**config.mk**
```make
export PLATFORM = sky130hd
export DESIGN_NAME = instruction_fetch
export DESIGN_NICKNAME = d
export VERILOG_FILES = /design/src/rtl/rv32i_defines.sv /design/src/rtl/instruction_fetch.sv
export SDC_FILE = /design/constraint.sdc
export NUM_CORES = 1
export LEC_CHECK = 0
export ABC_CLOCK_PERIOD_IN_PS = 5800
export BUFFER_PORTS_ARGS = -buffer_cell sky130_fd_sc_hd__buf_2
export CORE_MARGIN = 5
export CORE_UTILIZATION = 35
export DETAILED_ROUTE_END_ITERATION = 6
export HOLD_SLACK_MARGIN = 0.12
export PLACE_DENSITY = 0.57
export REMOVE_ABC_BUFFERS = 1
export SYNTH_ARGS = -nofsm -noshare
export SYNTH_HDL_FRONTEND = slang
export SYNTH_SLANG_ARGS = --single-unit
```
**constraint.sdc**
```tcl
create_clock -name clk -period 5.8 [get_ports clk]
set_input_delay 1.16 -clock clk [delete_from_list [all_inputs] [get_ports clk]]
set_output_delay 1.16 -clock clk [all_outputs]
set_load 0.01 [all_outputs]
```
**src/rtl/rv32i_defines.sv**
```systemverilog
// Shared definitions for the RV32I multi-cycle core.
// Holds the fetch-stage state encoding and the default reset PC.
package rv32i_defines;

  localparam logic [31:0] PC_RESET_DEFAULT = 32'h0000_0000;

  typedef enum logic [2:0] {
    S_IDLE  = 3'd0,
    S_REQ   = 3'd1,
    S_WAIT  = 3'd2,
    S_HOLD  = 3'd3,
    S_FAULT = 3'd4
  } fetch_state_t;

endpackage

```
**src/rtl/instruction_fetch.sv**
```systemverilog
// RV32I fetch stage: owns the PC, issues one word read per instruction and
// hands the word plus its PC to decode; execute can redirect at any time.
module instruction_fetch
  import rv32i_defines::*;
#(
  parameter logic [31:0] RESET_PC = PC_RESET_DEFAULT
) (
  input  logic        clk,
  input  logic        rst,
  output logic        mem_req_valid,
  input  logic        mem_req_ready,
  output logic [31:0] mem_req_addr,
  input  logic        mem_resp_valid,
  input  logic [31:0] mem_resp_data,
  input  logic        redirect_valid,
  input  logic [31:0] redirect_pc,
  output logic [31:0] instr,
  output logic [31:0] instr_pc,
  output logic [31:0] instr_pc_plus_4,
  output logic        instr_valid,
  input  logic        instr_ready,
  output logic        fault
);

  fetch_state_t state, state_next;
  logic [31:0]  pc, pc_next;
  logic         squash, squash_next;
  logic         capture;
  logic         redirect_live;
  logic         redirect_ok;
  logic         redirect_bad;

  function automatic logic [31:0] pc_plus_4(input logic [31:0] a);
    return a + 32'd4;
  endfunction

  assign redirect_live = redirect_valid &&
                         ((state == S_REQ) || (state == S_WAIT) || (state == S_HOLD));
  assign redirect_ok   = redirect_live && (redirect_pc[1:0] == 2'b00);
  assign redirect_bad  = redirect_live && (redirect_pc[1:0] != 2'b00);

  always_comb begin
    state_next  = state;
    pc_next     = pc;
    squash_next = squash;
    capture     = 1'b0;
    case (state)
      S_IDLE: state_next = S_REQ;
      S_REQ: begin
        // A request accepted alongside a redirect fetches from the wrong path.
        if (mem_req_ready) begin
          state_next  = S_WAIT;
          squash_next = redirect_ok;
        end
      end
      S_WAIT: begin
        if (mem_resp_valid) begin
          if (squash || redirect_ok) begin
            state_next  = S_REQ;
            squash_next = 1'b0;
          end else begin
            capture    = 1'b1;
            pc_next    = pc_plus_4(pc);
            state_next = S_HOLD;
          end
        end else if (redirect_ok) begin
          squash_next = 1'b1;
        end
      end
      S_HOLD: begin
        if (instr_ready) state_next = S_REQ;
      end
      S_FAULT: state_next = S_FAULT;
      default: state_next = S_IDLE;
    endcase

    if (redirect_ok) begin
      pc_next = redirect_pc;
      if (state == S_HOLD) state_next = S_REQ;
    end

    // A misaligned target is fatal; the PC keeps the last good value.
    if (redirect_bad) begin
      state_next  = S_FAULT;
      pc_next     = pc;
      squash_next = squash;
      capture     = 1'b0;
    end
  end

  always_ff @(posedge clk or negedge rst) begin
    if (!rst) begin
      state           <= S_IDLE;
      pc              <= RESET_PC;
      squash          <= 1'b0;
      instr           <= '0;
      instr_pc        <= '0;
      instr_pc_plus_4 <= '0;
    end else begin
      state  <= state_next;
      pc     <= pc_next;
      squash <= squash_next;
      if (capture) begin
        instr           <= mem_resp_data;
        instr_pc        <= pc;
        instr_pc_plus_4 <= pc_plus_4(pc);
      end
    end
  end

  assign mem_req_valid = (state == S_REQ);
  assign mem_req_addr  = pc;
  assign instr_valid   = (state == S_HOLD);
  assign fault         = (state == S_FAULT);

  a_legal_state: assert property (@(posedge clk) disable iff (!rst)
    (state == S_IDLE) || (state == S_REQ) || (state == S_WAIT) ||
    (state == S_HOLD) || (state == S_FAULT));

endmodule

```
After elaboration in Yosys (flattened, before gate mapping). Cells that the tools add are included.

Add/subtract/negate cells: 1. Equality and inequality tests: 8. Multiplexer cells: 21. Bitwise operators: 1. Reductions and logical operators: 14.

Operators with widths (number): two-way mux 32 bit (4); adder 32 x 3 -> 32 bit (second input constant) (1); two-way mux 3 bit (6); one-hot mux 3 bit (5 select lines) (1); two-way mux 1 bit (8); nonzero test 2 bit (4); == test 3 x 2 -> 1 bit (second input constant) (2); AND reduction 5 bit (1); AND reduction 4 bit (1); == test 3 x 1 -> 1 bit (second input constant) (1); == test 3 bit (second input constant) (1); logical AND 1 bit (3); logical NOT 3 bit (1); logical OR 1 bit (3); != test 3 x 2 -> 1 bit (second input constant) (1); != test 3 bit (second input constant) (1); logical NOT 2 bit (1); two-way mux 2 bit (1); != test 2 x 1 -> 1 bit (second input constant) (1); != test 2 bit (second input constant) (1); one-hot mux 1 bit (2 select lines) (1); inverter 1 bit (1).

Register bits: 132. Input port bits: 70. Output and inout port bits: 131. Logic and storage cells: 51.

Depth between registers and ports, before layout. Gate-level depths: netlist (run 1).

Depth in word-level cells: 12. Depth in mapped cells: 8.

Worst setup path before layout (run 1). No wires, ideal clock.

Path kind: input -> register. From: input port redirect_pc[0]. To: register pc[15], in the netlist mem_req_addr[15]. Arrival: 2400 ps. Required time: 5665 ps. Setup slack: 3265 ps. Cell stages on the path: 7. Path through: nor2_1 nor4bb_1 clkbuf_1 nor2_1 clkbuf_1 a22oi_1 o21ai_0.

Word-level cells in the longest chain between the ends: 5.

RTL lines: start: declaration (line instruction_fetch.sv:16) `input logic [31:0] redirect_pc,`; logical NOT 2 bit (line instruction_fetch.sv:39) `assign redirect_ok = redirect_live && (redirect_pc[1:0] == 2'b00);`; logical AND 1 bit (line instruction_fetch.sv:39); logical OR 1 bit (line instruction_fetch.sv:58) `if (squash || redirect_ok) begin`; != test 2 bit (no source line); AND reduction 4 bit (no source line); end signal: assignment (line instruction_fetch.sv:101) `pc <= pc_next;`; end: declaration (line instruction_fetch.sv:26) `logic [31:0] pc, pc_next;`.

Several ways; a longest one is shown, not always the timed one. A chain may end at the register's enable or synchronous reset.

Worst setup path after layout (run 1).
From: input port mem_resp_valid. To: register pc[22], in the netlist mem_req_addr[22].

Word-level cells in the longest chain between the ends: 2.

RTL lines: start: declaration (line instruction_fetch.sv:13) `input logic mem_resp_valid,`; nonzero test 2 bit (no source line); AND reduction 4 bit (no source line).

Every way passes these cells.

==> results of run 1 <==
[critical path, delay by kind of cell]
kind / cells / cell delay, ns
AND/OR/NAND/NOR: 3 / 0.76
buffers and inverters: 2 / 0.90
AO/OA/AOI/OAI: 2 / 0.40
[power by group]
group / total, W / internal [W] / switching, W
clock network: 0.00111 / 0.000718 / 0.000389
logic: 0.00123 / 0.000539 / 0.000689
registers: 0.00160 / 0.00126 / 0.000337
total: 0.00393 / 0.00252 / 0.00142
[cell usage in the layout, fill, tap and decap left out, types with 2 or more instances in the layout]
master	synthesis	layout
a21o_1	8	8
o22ai_1	5	5
o21ai_0	44	44
nand2b_1	5	5
xor2_1	6	6
nor3_2	3	4
nand3_1	8	8
nor2_1	24	24
a21oi_1	10	10
clkbuf_16	0	17
and2_1	5	5
mux2i_1	2	2
nand2_1	220	220
buf_2	9	199
clkinv_2	0	5
nor4_4	2	2
xnor2_1	22	22
a221o_1	6	6
a311oi_1	3	3
buf_4	2	5
nor3_1	6	5
bufinv_16	0	3
nand4bb_1	2	2
o21ai_1	7	7
clkbuf_8	0	4
nor4_1	7	7
a22oi_1	12	12
and3_1	2	2
dfrtp_1	130	130
inv_1	9	9
nand4_1	6	6
clkinvlp_4	0	2
a32o_1	2	2
[cell families (layout without fill, tap and decap cells)]
family          Yosys count  after routing  share of synthesized area (%)
simple gates            303            303                          23.88
flops                   130            130                          56.08
compound gates          103            103                          11.17
buf+inv                  53            246                          3.882
xor+xnor                 28             28                          4.228
mux                       3              3                         0.5393
fa+ha+maj                 1              1                         0.2157
[through the flow]
step	utilization [%]	setup TNS, ns
3_3_place_gp	42.39	0
3_5_place_dp	42.39	0
6_report	46.13	0
2_1_floorplan	-	-10.14
4_1_cts	46.13	0
5_1_grt	46.13	0
[worst paths after layout]
| path | start | to | slack [ns] | depth (start not counted) |
|---|---|---|---|---|
| min in group asynchronous | rst | instr_pc[6] | 0.76 | 1 |
| worst max register to register | state[2] | mem_req_addr[22] | 3.00 | 6 |
| max in group asynchronous | rst | instr_pc_plus_4[29] | 3.79 | 2 |
| worst min register to register | instr_pc[5] | instr_pc[5] | 0.47 | 2 |
| worst min-delay path | instr_pc[5] | instr_pc[5] | 0.47 | 2 |
| worst max-delay path | mem_resp_valid | mem_req_addr[22] | 2.75 | 7 |
[area by class of cell]
| cell class | count | area share (%) |
|---|---|---|
| repair buffers | 205 | 13.80 |
| flip-flops and latches | 130 | 42.98 |
| well taps | 220 | 3.637 |
| clock buffers | 22 | 6.398 |
| inverters | 9 | 0.4464 |
| multi-input cells | 438 | 31.01 |
| clock inverters | 10 | 1.719 |
[sequential cells by signal, indices dropped and copies added (netlist names)]
signal / count
instr_pc_plus_4: 30
state: 3
mem_req_addr: 32
instr_pc: 32
squash: 1
instr: 32
[metal layers]
layer	part of all wire [%]	global-route usage [%]
met1	47	22.59
met2	46	26.34
met3	5.4	4.586
met4	1.6	5.510
met5	0.069	0
==> metrics.txt, run 1 <==
Setup WS post-layout 2.753 ns; period utilisation layout 52.54%; status completed; #FFs+latches synth 130; CTS clk-pin slew, worst paths 0.06 ns; Max Cap Viol 0; CTS tree done; Leak Pwr 3.999 nW; antenna violations before repair 1; Rows 47; Synth top area share 56.08%; startpoint types primary input; Fillers 1615; Crit Path Class in2reg; Final Hold Viols 0; fin crit period 3.047 ns; IO Count 201; Syn Area/Cell 9.341 um^2; drt drc 0; Layout Nets 872; Commonest cells post-synth nand2_1, dfrtp_1, o21ai_0; sequential fraction of the synthesis area 56.08%; fmax 0.3282 GHz; max incr delay on CP 0.79 ns; DP Cell Count 1002; Finished Cell Area 7569 um^2; share of layout cells above drive strength 1 31.08%; Yosys top cell by area dfrtp_1; GPL Wtd Cong 0.7935; CP required 6.09 ns; drt pass-1 iters 4; Multi-input gate area 2347 um^2; Syn. warnings 0; setup repair after global routing missed its margin no; Clock Path Buffers 2; vias per cell 4.722; worst vdd ir 0.1903 mV; Post-synth top flop dfrtp_1; ys async rst share 100.0%; register area 3253 um^2; headroom to the max-slew limit 37.71%; crit-path max FO 97; vias in the first global route 4927; die area 19250 um^2; Clock Skews 0.009527 ns; most common cell in the netlist nand2_1; gr ovfl total 0; layout overhead on the synthesized area 30.48%; vias 4883; max-slew violations 0; Die H 138.7 um; CTS Hold Buffers Added 0; PortBufs 200; hpwl dp 10710 um; CP cell instances buf_2, nand4bb_1, or3_4, buf_4, nor2_1, a22oi_1, a21bo_2; # setup viols final 0; initial core utilization 35.35%; Iter 0 DRT Violations 237; worst skew pair latency 0.41 ns; Finished Layout Cells 1034; Post-CTS Setup Inserts 0; # resized after CTS 0; number of synthesized flops with an enable pin 0; clk root buf clkbuf_16; core area 16410 um^2; Mapped Cells 621; Hold WC Path Type reg2reg; Die Wd 138.7 um; diodes inserted 0; gr usage total 16.75%; Yosys cell types 51; H-tree depth 4; worst path arrival time 3.34 ns; Post-Route WL 15890 um; DRT antenna net count 0; hold_ws 0.4676 ns; PwrDens 519.9 nW/um^2; WL/cell 15.37 um; critical path endpoint category flip-flop; Area contributors post-synth dfrtp_1, nand2_1, o21ai_0, xnor2_1, clkbuf_1; Synth Cell Area 5801 um^2; first-pass GRT wire length 26320 um; Slowest cell on crit path buf_4; largest net degree at the start of global routing 98; CTS Buf Count 17; Worst-Margin Slew 0.9344 ns; Placement Setup Slack 2.279 ns; Design Power 0.003935 W; clk sinks 130; Post-DP Area 6954 um^2
Note: power is estimated with default switching activity, not from simulation.
==> run 2: changes to the inputs <==
Settings changed: ABC_AREA set to 1, ABC_CLOCK_PERIOD_IN_PS 5800 to 2900.
Clock period 5.8 ns to 2.9 ns, I/O delays scaled along.
==> run 2 against run 1 <==
Die area is 4.3% higher. Core utilization fell by 0.56 points. Critical path depth grew 1. Synthesized area is 4.7% higher. Register-to-register slack got worse by 2.1 ns. Hold slack worse by 0.36 ns. Synthesized cell count is 27% higher. Flip-flop and latch count unchanged. Worst setup slack worse by 1.8 ns. Critical path type is now reg2reg.
==> metrics.txt, run 2 <==
Rows 48; setup repair after global routing missed its margin no; Clock Skews 0.005926 ns; first-pass GRT wire length 29300 um; Finished Cell Area 7828 um^2; DP Cell Count 1190; worst path arrival time 2.26 ns; drt pass-1 iters 5; Max Cap Viol 0; IO Count 201; PwrDens 1074 nW/um^2; Reg power frac 39.1%; largest net degree at the start of global routing 128; DRT antenna net count 0; fmax 0.5105 GHz; core area 17180 um^2; flop2flop setup slack 0.94 ns; gr ovfl total 0; Net Sw Frac 38.52%; vias per cell 4.602; Placement Setup Slack 0.8274 ns; sequential fraction of the synthesis area 53.59%; Commonest cells post-synth nand2_1, dfrtp_1, nor2_1; Area contributors post-synth dfrtp_1, nand2_1, o21ai_0, nor2_1, nand3_1; Synth Area in Adders 0.2061%; CTS clk-pin slew, worst paths 0.06 ns; Layout Nets 1055; clock power share 26.0%; Worst Setup EP instr_pc_plus_4[20]; Final Hold Viols 0; status completed; RR Startpoint mem_req_addr[2]; R2R Path End instr_pc_plus_4[20]; Mapped Cells 790; Yosys cell types 28; Post-Route WL 18280 um; clk root buf clkbuf_16; CTS tree done; Yosys top cell by area dfrtp_1; vias in the first global route 5478; Syn Area/Cell 7.685 um^2; worst vdd ir 0.4339 mV; fin crit period 1.959 ns; GPL Wtd Cong 0.8383; Compound-Gate Fraction of Synth Area 6.430%; post-synthesis xor/xnor area fraction 0.5771%; Finished Layout Cells 1221; Die H 141.7 um; CTS Buf Count 17; crit-path max FO 10; Post-synth top flop dfrtp_1; critical path endpoint category flip-flop; share of layout cells above drive strength 1 24.20%; # resized after CTS 0; Worst-Margin Slew 0.6540 ns; P_sw 0.003237 W; period utilisation layout 67.55%; P_int 0.005167 W; Clock Path Buffers 2; simple-gate share of the synthesized area 33.22%; Fillers 1779; H-tree depth 4; hpwl dp 12840 um; # setup viols final 0; vias 5619; combinational share of power 35.0%; most common cell in the netlist nand2_1; WL/cell 14.97 um; die area 20080 um^2; ys async rst share 100.0%; startpoint types flip-flop; Post-DP Area 7238 um^2; Die Wd 141.7 um; Leak Pwr 4.343 nW; Synth Cell Area 6071 um^2; max-slew violations 0; Critical Path Source mem_req_addr[2]; commonest non-fill, non-tap cells in the layout nand2_1, buf_2, dfrtp_1; worst r2r path cells 8; Iter 0 DRT Violations 229; number of synthesized flops with an enable pin 0; worst skew pair latency 0.42 ns; Setup WS post-layout 0.9410 ns; initial core utilization 35.34%; headroom to the max-slew limit 56.34%; PortBufs 200; CTS Hold Buffers Added 0; Synth top area share 53.59%; post-layout util 45.57%; CP required 3.20 ns; layout overhead on the synthesized area 28.94%; #FFs+latches synth 130; Crit Path Class reg2reg; Hold WC Path Type in2async; Design Power 0.008405 W; antenna violations before repair 2; gr usage total 18.49%; Syn. warnings 0; post-synthesis mux area share 0%; diodes inserted 0; clk sinks 130; drt drc 0; largest family of logic cells by synthesized area simple AND/OR/NAND/NOR gates; most common cell after layout, fill and taps aside nand2_1; Post-CTS Setup Inserts 0
## run 2: changes by cell type after synthesis, moves of 9 or more
| cell | delta |
|---|---|
| a22oi_1 | -12 |
| nand2_1 | +181 |
| nor2_1 | +36 |
| inv_1 | +34 |
| clkbuf_1 | -29 |
| a21oi_1 | -9 |
| nand3_1 | +30 |
| xnor2_1 | -22 |
## run 2: power by group through the flow
stage / Sequential [W] / Clock (W) / Combinational, W
final: 0.00328 / 0.00218 / 0.00294
after global routing: 0.00340 / 0.00230 / 0.00336
after CTS: 0.00328 / 0.00223 / 0.00300
after detailed placement: 0.00330 / 0 / 0.00299
after global placement: 0.00329 / 0 / 0.00296
after floorplan: 0.00353 / 0 / 0.00132
## run 2: worst min path at each step
| stage | to | cells after the start |
|---|---|---|
| 6_report | instr_pc[10] | 1 |
| 5_1_grt | instr_pc[10] | 1 |
| 4_1_cts | instr_pc[10] | 1 |
| 3_5_place_dp | instr[29] | 2 |
| 3_3_place_gp | instr[20] | 2 |
| 2_1_floorplan | instr[0] | 0 |
## run 2: area by class of cell
class                   count  area, um^2  area share (%)
well taps                 225       281.5           3.597
repair buffers            203        1055           13.48
inverters                  47       181.4           2.318
clock inverters             5       100.1           1.279
clock buffers              26       489.2           6.250
flip-flops and latches    130        3253           41.56
multi-input cells         585        2467           31.52
## run 2: cell families (layout without fill, tap and decap cells)
logic type               Yosys count  count (layout)
flip-flops                       130             130
AND/OR/NAND/NOR                  512             512
buffers and inverters             75             281
AO/OA/AOI/OAI                     68              68
adder cells (fa/ha/maj)            1               1
XOR/XNOR                           4               4
## run 2: per-stage QoR
stage | hold slack (ns) | TNS (ns)
floorplan | 0.2844 | -139.45
global placement | 0.4583 | 0
detailed placement | 0.4597 | 0
CTS | 0.1248 | 0
global route | 0.1520 | 0
finish | 0.1103 | 0
## run 2: worst max-delay path, cell delays in order, from the launching register on
cell     delay [ns]
dfrtp_1        0.53
ha_1           0.26
nand3_1        0.25
nor2_4         0.26
nand2_1        0.14
nor2_1         0.12
nand3_1        0.08
nand3_1        0.14
nand2_1        0.07
## run 2: routing by layer
metal	vias to the layer above	wire, um	global-route usage (%)
met3	21	1419	6.134
li1	2842	-	-
met2	157	8371	29.31
met5	-	21	0
met4	4	261	5.455
met1	2595	8208	24.18
